$ cat config.mk
export PLATFORM = sky130hd
export DESIGN_NAME = t05_huffman_decoder
export DESIGN_NICKNAME = d
export VERILOG_FILES = /design/src/rtl/t05_huffman_decoder.sv
export SDC_FILE = /design/constraint.sdc
export NUM_CORES = 1
export LEC_CHECK = 0
export CAP_MARGIN = 20
export CELL_PAD_IN_SITES_DETAIL_PLACEMENT = 1
export CELL_PAD_IN_SITES_GLOBAL_PLACEMENT = 2
export CORE_UTILIZATION = 29
export CTS_CLUSTER_DIAMETER = 50
export DETAILED_ROUTE_END_ITERATION = 6
export PLACE_DENSITY_LB_ADDON = 0.25
export SETUP_SLACK_MARGIN = 0.02
export SYNTH_ARGS = -nofsm -noshare
export SYNTH_HDL_FRONTEND = slang
export SYNTH_SLANG_ARGS = --single-unit
export TNS_END_PERCENT = 30
$ cat constraint.sdc
create_clock -name clk -period 2.54 [get_ports clk]
set_clock_uncertainty 0.05 [all_clocks]
set_input_delay 0.508 -clock clk [delete_from_list [all_inputs] [get_ports clk]]
set_output_delay 0.508 -clock clk [all_outputs]
set_load 0.005 [all_outputs]
$ cat src/rtl/t05_huffman_decoder.sv
// ---------------------------------------------------------------------------
// t05_huffman_decoder
//
// Serial Huffman decoder. Starting at the root element of the htree, it
// fetches one tree element, consumes one compressed bit to choose the left
// or right child, and either descends into a sum node or emits a leaf
// character. After each emitted character it restarts at the root, and it
// stops once the programmed number of characters has been produced.
//
// Ports:
//   clk, rst           clock; asynchronous active-low reset
//   start              one-cycle pulse, honoured only in IDLE or DONE
//   max_index          htree index of the root (latched on start)
//   total_chars        characters to decode (latched on start)
//   htree_req/addr     one-cycle element read request and its index
//   htree_valid        h_element holds the requested element
//   h_element          tree element; [63:55] left child, [54:46] right child
//   bit_in/valid/ready compressed bit stream handshake (0 = left, 1 = right)
//   char_out/valid/ready decoded character handshake
//   bits_used          bits consumed since start
//   chars_done         characters emitted since start
//   done, error        decode finished / decode aborted (held until start)
// ---------------------------------------------------------------------------
module t05_huffman_decoder #(
  parameter int CNT_W     = 16,
  parameter int MAX_DEPTH = 127
) (
  input  logic             clk,
  input  logic             rst,
  input  logic             start,
  input  logic [6:0]       max_index,
  input  logic [CNT_W-1:0] total_chars,
  output logic             htree_req,
  output logic [6:0]       htree_addr,
  input  logic             htree_valid,
  input  logic [70:0]      h_element,
  input  logic             bit_in,
  input  logic             bit_valid,
  output logic             bit_ready,
  output logic [7:0]       char_out,
  output logic             char_valid,
  input  logic             char_ready,
  output logic [CNT_W-1:0] bits_used,
  output logic [CNT_W-1:0] chars_done,
  output logic             done,
  output logic             error
);

  // Wide enough to hold MAX_DEPTH + 1 so the overflow compare cannot wrap.
  localparam int DEPTH_W = $clog2(MAX_DEPTH + 2);
  localparam logic [8:0] NULL_CHILD = 9'b110000000;

  typedef enum logic [2:0] {
    S_IDLE,
    S_FETCH,
    S_WAIT_ELEM,
    S_WAIT_BIT,
    S_EMIT,
    S_DONE
  } state_t;

  state_t             r_state;
  logic [6:0]         r_root;
  logic [6:0]         r_cur_index;
  logic [DEPTH_W-1:0] r_depth;
  logic [8:0]         r_left;
  logic [8:0]         r_right;
  logic [CNT_W-1:0]   r_remaining;

  logic               r_htree_req;
  logic [6:0]         r_htree_addr;
  logic [7:0]         r_char_out;
  logic               r_char_valid;
  logic [CNT_W-1:0]   r_bits_used;
  logic [CNT_W-1:0]   r_chars_done;
  logic               r_done;
  logic               r_error;

  logic [8:0]         w_child;
  logic [DEPTH_W-1:0] w_depth_next;
  logic               w_unused_elem;

  assign w_child      = bit_in ? r_right : r_left;
  assign w_depth_next = r_depth + DEPTH_W'(1);
  // Only the two child fields of an element are meaningful to the decoder.
  assign w_unused_elem = ^{h_element[70:64], h_element[45:0]};

  // bit_ready is decoded straight from the state so a bit can be taken in the
  // first WAIT_BIT cycle; registering it would cost a cycle per tree level.
  assign bit_ready  = (r_state == S_WAIT_BIT);

  assign htree_req  = r_htree_req;
  assign htree_addr = r_htree_addr;
  assign char_out   = r_char_out;
  assign char_valid = r_char_valid;
  assign bits_used  = r_bits_used;
  assign chars_done = r_chars_done;
  assign done       = r_done;
  assign error      = r_error;

  // NOTE: every register here is assigned with <= so all updates in a cycle
  // see pre-edge values; the reset branch covers every register so no
  // output can come out of reset undefined.
  always_ff @(posedge clk or negedge rst) begin
    if (!rst) begin
      r_state      <= S_IDLE;
      r_root       <= '0;
      r_cur_index  <= '0;
      r_depth      <= '0;
      r_left       <= '0;
      r_right      <= '0;
      r_remaining  <= '0;
      r_htree_req  <= 1'b0;
      r_htree_addr <= '0;
      r_char_out   <= '0;
      r_char_valid <= 1'b0;
      r_bits_used  <= '0;
      r_chars_done <= '0;
      r_done       <= 1'b0;
      r_error      <= 1'b0;
    end else begin
      unique case (r_state)
        S_IDLE, S_DONE: begin
          if (start) begin
            r_root       <= max_index;
            r_cur_index  <= max_index;
            r_remaining  <= total_chars;
            r_bits_used  <= '0;
            r_chars_done <= '0;
            r_depth      <= '0;
            r_error      <= 1'b0;
            if (total_chars == '0) begin
              r_done  <= 1'b1;
              r_state <= S_DONE;
            end else begin
              r_done       <= 1'b0;
              r_htree_req  <= 1'b1;
              r_htree_addr <= max_index;
              r_state      <= S_FETCH;
            end
          end
        end

        // The request was raised on entry; drop it after exactly one cycle.
        S_FETCH: begin
          r_htree_req <= 1'b0;
          r_state     <= S_WAIT_ELEM;
        end

        S_WAIT_ELEM: begin
          if (htree_valid) begin
            r_left  <= h_element[63:55];
            r_right <= h_element[54:46];
            r_state <= S_WAIT_BIT;
          end
        end

        S_WAIT_BIT: begin
          if (bit_valid) begin
            r_bits_used <= r_bits_used + CNT_W'(1);
            r_depth     <= w_depth_next;
            // Null shares bit8=1 with sum nodes, so it must be tested first.
            if (w_child == NULL_CHILD) begin
              r_error <= 1'b1;
              r_done  <= 1'b1;
              r_state <= S_DONE;
            end else if (!w_child[8]) begin
              r_char_out   <= w_child[7:0];
              r_char_valid <= 1'b1;
              r_state      <= S_EMIT;
            end else if (w_depth_next > DEPTH_W'(MAX_DEPTH)) begin
              r_error <= 1'b1;
              r_done  <= 1'b1;
              r_state <= S_DONE;
            end else begin
              r_cur_index  <= w_child[6:0];
              r_htree_req  <= 1'b1;
              r_htree_addr <= w_child[6:0];
              r_state      <= S_FETCH;
            end
          end
        end

        S_EMIT: begin
          if (char_ready) begin
            r_char_valid <= 1'b0;
            r_chars_done <= r_chars_done + CNT_W'(1);
            r_remaining  <= r_remaining - CNT_W'(1);
            if (r_remaining == CNT_W'(1)) begin
              r_done  <= 1'b1;
              r_state <= S_DONE;
            end else begin
              r_cur_index  <= r_root;
              r_depth      <= '0;
              r_htree_req  <= 1'b1;
              r_htree_addr <= r_root;
              r_state      <= S_FETCH;
            end
          end
        end

        default: r_state <= S_IDLE;
      endcase
    end
  end

endmodule

Word level (Yosys, flattened, before mapping) --
Index checks and enable logic that the tools add are counted.
Word-level totals: bits in latches 0, memories kept 0, bits in writable memories 0, memory bits (read-only) 0, bits in registers 103, bits of input ports 101, logic and storage cells 119
Operators by class: shifts and indexed selects 0, order comparisons 1, add/subtract/negate cells 4, bitwise operators 2, reduce and logical (&&, ||, !) cells 20, divide/modulo/power cells 0, multipliers 0, muxes and demuxes 58, equal/unequal tests 20
Operator list (count):
- case mux 16 bit (2 select lines) | 3
- two-way mux 16 bit | 5
- two-way mux 7 bit | 8
- adder 16 x 1 -> 16 bit, second input constant | 2
- two-way mux 8 bit | 4
- two-way mux 3 bit | 9
- case mux 8 bit (3 select lines) | 1
- two-way mux 1 bit | 21
- case mux 7 bit (3 select lines) | 1
- inequality test 2 bit, second input constant | 10
- AND reduction 9 bit | 2
- equality test 16 x 1 -> 1 bit, second input constant | 1
- logical NOT 16 bit | 1
- subtractor 16 x 1 -> 16 bit, second input constant | 1
- case mux 3 bit (5 select lines) | 1
- AND reduction 5 bit | 3
- equality test 9 bit, second input constant | 1
- two-way mux 9 bit | 1
- adder 8 x 1 -> 8 bit, second input constant | 1
- greater-than comparator 8 x 7 -> 1 bit, second input constant | 1
- AND reduction 4 bit | 2
- AND reduction 7 bit | 1
- equality test 3 x 2 -> 1 bit, second input constant | 2
- equality test 3 bit, second input constant | 2
- 14 further kinds | 21

Longest topological paths before layout --
Gate-level depths: netlist of the first run.
word-level depth 7, mapped depth 10

Worst setup path after synthesis of the first run --
Ideal clock, no wire load.
kind input -> register, start point input port bit_in, end point register r_htree_addr[0] (netlist: htree_addr[0]), arrival time 1.930 ns, stages on the path 6, setup slack 0.436 ns, setup time 0.125 ns, cell sequence buf_2 o21ai_0 nor2_1 a21o_1 a211oi_4 mux2_2
On the way: cells in the longest elaborated chain, start to end 6
RTL lines:
- start: declaration | RTL line 37 | input logic bit_in,
- two-way mux 9 bit * | RTL line 83 | assign w_child = bit_in ? r_right : r_left;
- two-way mux 7 bit | RTL line 171 | end else if (w_depth_next > DEPTH_W'(MAX_DEPTH)) begin
- two-way mux 7 bit | RTL line 167 | end else if (!w_child[8]) begin
- two-way mux 7 bit | RTL line 163 | if (w_child == NULL_CHILD) begin
- two-way mux 7 bit | RTL line 159 | if (bit_valid) begin
- case mux 7 bit (3 select lines) | RTL line 122 | unique case (r_state)
- end signal: assignment | RTL line 138 | r_htree_addr <= max_index;
- end signal: assignment | RTL line 178 | r_htree_addr <= w_child[6:0];
- end signal: assignment | RTL line 196 | r_htree_addr <= r_root;
- end: declaration | RTL line 71 | logic [6:0] r_htree_addr;
Every way passes the cells marked *; elsewhere a longest branch is shown, timed or not. The select of a mux whose other input is x is not followed. A chain may end at the register's enable or synchronous reset.

Worst setup path in the final report of the first run --
start point register r_state[2], end point output port bit_ready
On the way: cells in the longest elaborated chain, start to end 1
RTL lines:
- start: declaration | RTL line 62 | state_t r_state;
- start signal: assignment | RTL line 106 | r_state <= S_IDLE;
- start signal: assignment | RTL line 134 | r_state <= S_DONE;
- start signal: assignment | RTL line 139 | r_state <= S_FETCH;
- equality test 3 x 2 -> 1 bit
- end: declaration | RTL line 39 | output logic bit_ready,
Every way passes these cells.

==> results.py, run 1 <==
metrics = {
    "placement": {
        "gp_congestion": 0.788,
        "dp_hpwl_um": 11400,
        "port_buffers": 99,
        "pre_cts_ws_ps": -280,
    },
    "routing": {
        "drt-pass1-iter-count": 4,
        "first_iter_violations": 160,
        "routed_wl_um": 15400,
        "wl_per_cell_um": 17.5,
        "via_per_inst": 5.08,
        "vias": 4495,
        "drc_errors": 0,
        "drtAntennaViolNets": 0,
    },
    "global_route": {
        "grt_max_degree": 45,
        "grt_pass1_wl_um": 25400,
        "antenna_found_initial": 0,
        "grt.overflow.total": 0,
        "grt_pass1_vias": 4779,
        "use_met2_pct": 29.8,
        "grt_busiest_layer": "met2",
        "gr-usage-met3_pct": 3.99,
        "grtUsageTotal_pct": 17.8,
        "grtUsageMet1_pct": 22.7,
    },
    "clock_network": {
        "ctsHtreeMaxLevel": 3,
        "cts_tree": "built",
        "post_cts_buffers": 0,
        "clk_latency_ps": 360,
        "clock-root-buffer": "clkbuf_16",
        "clkTransAtPathRegs_ps": 70,
        "clock-sinks": 103,
        "cts_buffers": 9,
        "cts.path.max_buffers": 2,
        "hold_buffers": 0,
    },
    "worst_setup_path": {
        "cp_max_fo": 13,
        "arrival_ps": 1880,
        "reg2reg_depth": 8,
        "required_ps": 1980,
        "r2r_slack_ps": 130,
        "crit_end": "bit_ready",
        "startpoint": "r_state[2]$_DFFE_PN0P_",
        "critical_path_class": "reg2out",
        "r2r_start": "r_left[4]$_DFFE_PN0P_",
        "rr_endpoint": "htree_addr[4]$_DFFE_PN0P_",
        "start_kind": "flip-flop",
        "end_kind": "primary output",
    },
    "logic_synthesis": {
        "synth.most_common_cell": "dfrtp_1",
        "ys_seq_area_share_pct": 49.4,
        "netlist_top_cells_count": "dfrtp_1, nor2_1, nand2_1",
        "syn_inst": 527,
        "synth_largest_area_cell": "dfrtp_1",
        "synth.area.top_cells": "dfrtp_1, mux2_2, nor2_1, o21ai_0, xor2_1",
        "syn_area_per_cell_um2": 9.90,
        "synth_cell_types": 57,
        "ys_seq_elements": 103,
        "synth_nets": 633,
        "synth_top_area_share_pct": 49.4,
        "ys_warn_count": 0,
        "async_reset_ff_share_pct": 100,
        "synthesis.area_um2": 5220,
        "synth_edf_count": 0,
        "ys.flop_type": "dfrtp_1",
    },
    "pwr": {
        "power_mw": 6.87,
        "ir_drop_mv": 0.504,
        "leakagePower_nw": 3.00,
        "powerDensity_nw_per_um2": 975,
    },
    "final_layout": {
        "seq_area_um2": 2580,
        "multiInputGateArea_um2": 2510,
        "diodes": 0,
        "post-route-util_pct": 40.4,
        "drive_gt1_share_pct": 15.3,
        "area_growth_pct": 34.9,
        "nNetsFinal": 760,
        "fillers": 1968,
    },
    "sta": {
        "fin_crit_ps": 2440,
        "max_freq_mhz": 410,
        "finalSetupViolations": 0,
        "rsz0062_at_grt": "yes",
        "relSlewSlack_pct": 59.7,
        "fin_crit_sh_pct": 95.9,
        "maxSlewViolCount": 0,
        "tightest_slew_ps": 603,
        "hold_violations": 0,
        "setup_slack_ps": 103,
    },
    "die": {
        "core_um2": 17400,
        "die_h_um": 136,
        "initial_core_util_pct": 30.0,
        "die_w_um": 136,
        "row_count": 48,
        "die-area_um2": 18500,
        "ios": 153,
    },
    "job": {
        "maxCapViolations": 0,
    },
    "worst_hold_path": {
        "min_path_type": "in2async",
    },
    "run_status": {
        "status": "finished clean",
    },
}
[worst max-delay path, stage by stage, from the launching register on]
cell             delay [ps]
dfrtp_2                 500
and2b_1                 280
nand2_2                 110
inv_4                   130
clkdlybuf4s50_1         500
[routing by layer]
layer	routed length, µm	share of wire (%)
met5	0	0
met1	7140	46
met4	176	1.1
met3	635	4.1
met2	7480	48
[area by class of cell]
cell class              count  area share [%]
multi-input cells         392            35.7
inverters                  10           0.569
repair buffers            138            18.9
clock inverters             6           0.729
flip-flops and latches    103            36.6
well taps                 225            4.00
clock buffers              10            3.39
[how the worst min path moves through the flow]
stage	end	depth (start not counted)
2_1_floorplan	bits_used[0]$_DFFE_PN0P_	0
3_3_place_gp	htree_req$_DFFE_PN0P_	1
3_5_place_dp	htree_req$_DFFE_PN0P_	1
4_1_cts	bits_used[13]$_DFFE_PN0P_	1
5_1_grt	bits_used[15]$_DFFE_PN0P_	1
6_report	bits_used[13]$_DFFE_PN0P_	1
[kinds of logic after synthesis]
logic type | synth area share [%]
compound gates | 11.9
xor+xnor | 5.20
fa+ha+maj | 1.20
buf+inv | 2.52
flops | 49.4
mux | 8.42
simple gates | 21.3
[metrics by stage]
| step | TNS, ps | cells | cell area [µm²] | hold slack, ps |
|---|---|---|---|---|
| 3_3_place_gp | -2190 | 868 | 6740 | 415 |
| 5_1_grt | 0 | 884 | 7040 | 122 |
| 3_5_place_dp | -2750 | 868 | 6740 | 417 |
| 6_report | 0 | 884 | 7040 | 86.0 |
| 4_1_cts | 0 | 884 | 7040 | 101 |
| 2_1_floorplan | 0 | 527 | 5220 | 162 |
[state kept, by name, summed over array words and instances (netlist names)]
name         flops
bits_used       16
chars_done      16
r_remaining     16
r_left           9
r_right          9
char_out         8
r_depth          8
htree_addr       7
r_root           7
r_state          3
char_valid       1
done             1
error            1
htree_req        1
[cell usage in the layout (no fill, tap or decap), types with 2 or more instances in the layout]
cell,synthesis,routed
o22ai_1,3,3
mux2i_1,9,9
xnor2_1,11,11
clkbuf_16,0,9
clkdlybuf4s50_1,0,97
and3_1,13,13
buf_4,1,36
nor4_4,2,2
or3_1,6,6
nor2_1,64,64
buf_12,0,4
a21o_1,2,2
o2bb2ai_1,2,2
inv_1,9,9
nor3_1,15,15
and3b_1,2,2
o22a_1,2,2
clkinvlp_4,0,3
nor4_1,9,9
nand2b_1,4,4
a211oi_1,3,3
dfrtp_1,103,101
a21oi_1,24,24
o31ai_1,2,2
nand2_1,43,43
nand3_1,27,27
dfrtp_2,0,2
o21ai_0,38,38
nor4b_1,5,4
ha_1,5,5
mux2_2,31,31
nand4_1,6,6
xor2_1,20,20
and2_1,5,5
a22oi_1,6,6
or4_1,3,3
o21ai_1,2,2
a221o_1,7,7
or2_2,2,2
[timing repair]
action,CTS,global route
resized for setup,3,2
cloned,0,0
hold endpoints to repair,0,0
setup endpoints to repair,8,6
[where the power goes]
part / internal (mW) / switching (mW) / total [mW]
combinational: 1.44 / 1.36 / 2.80
clock: 0.705 / 0.690 / 1.39
sequential: 2.18 / 0.498 / 2.68
Power figures use the tool's default switching activity.
==> run 2: changes to the inputs <==
- CAP_MARGIN: 20 -> default
- CTS_CLUSTER_DIAMETER: 50 -> 80
==> results of run 2 <==
The final DEF is identical to that of run 1; final timing and power are the same.
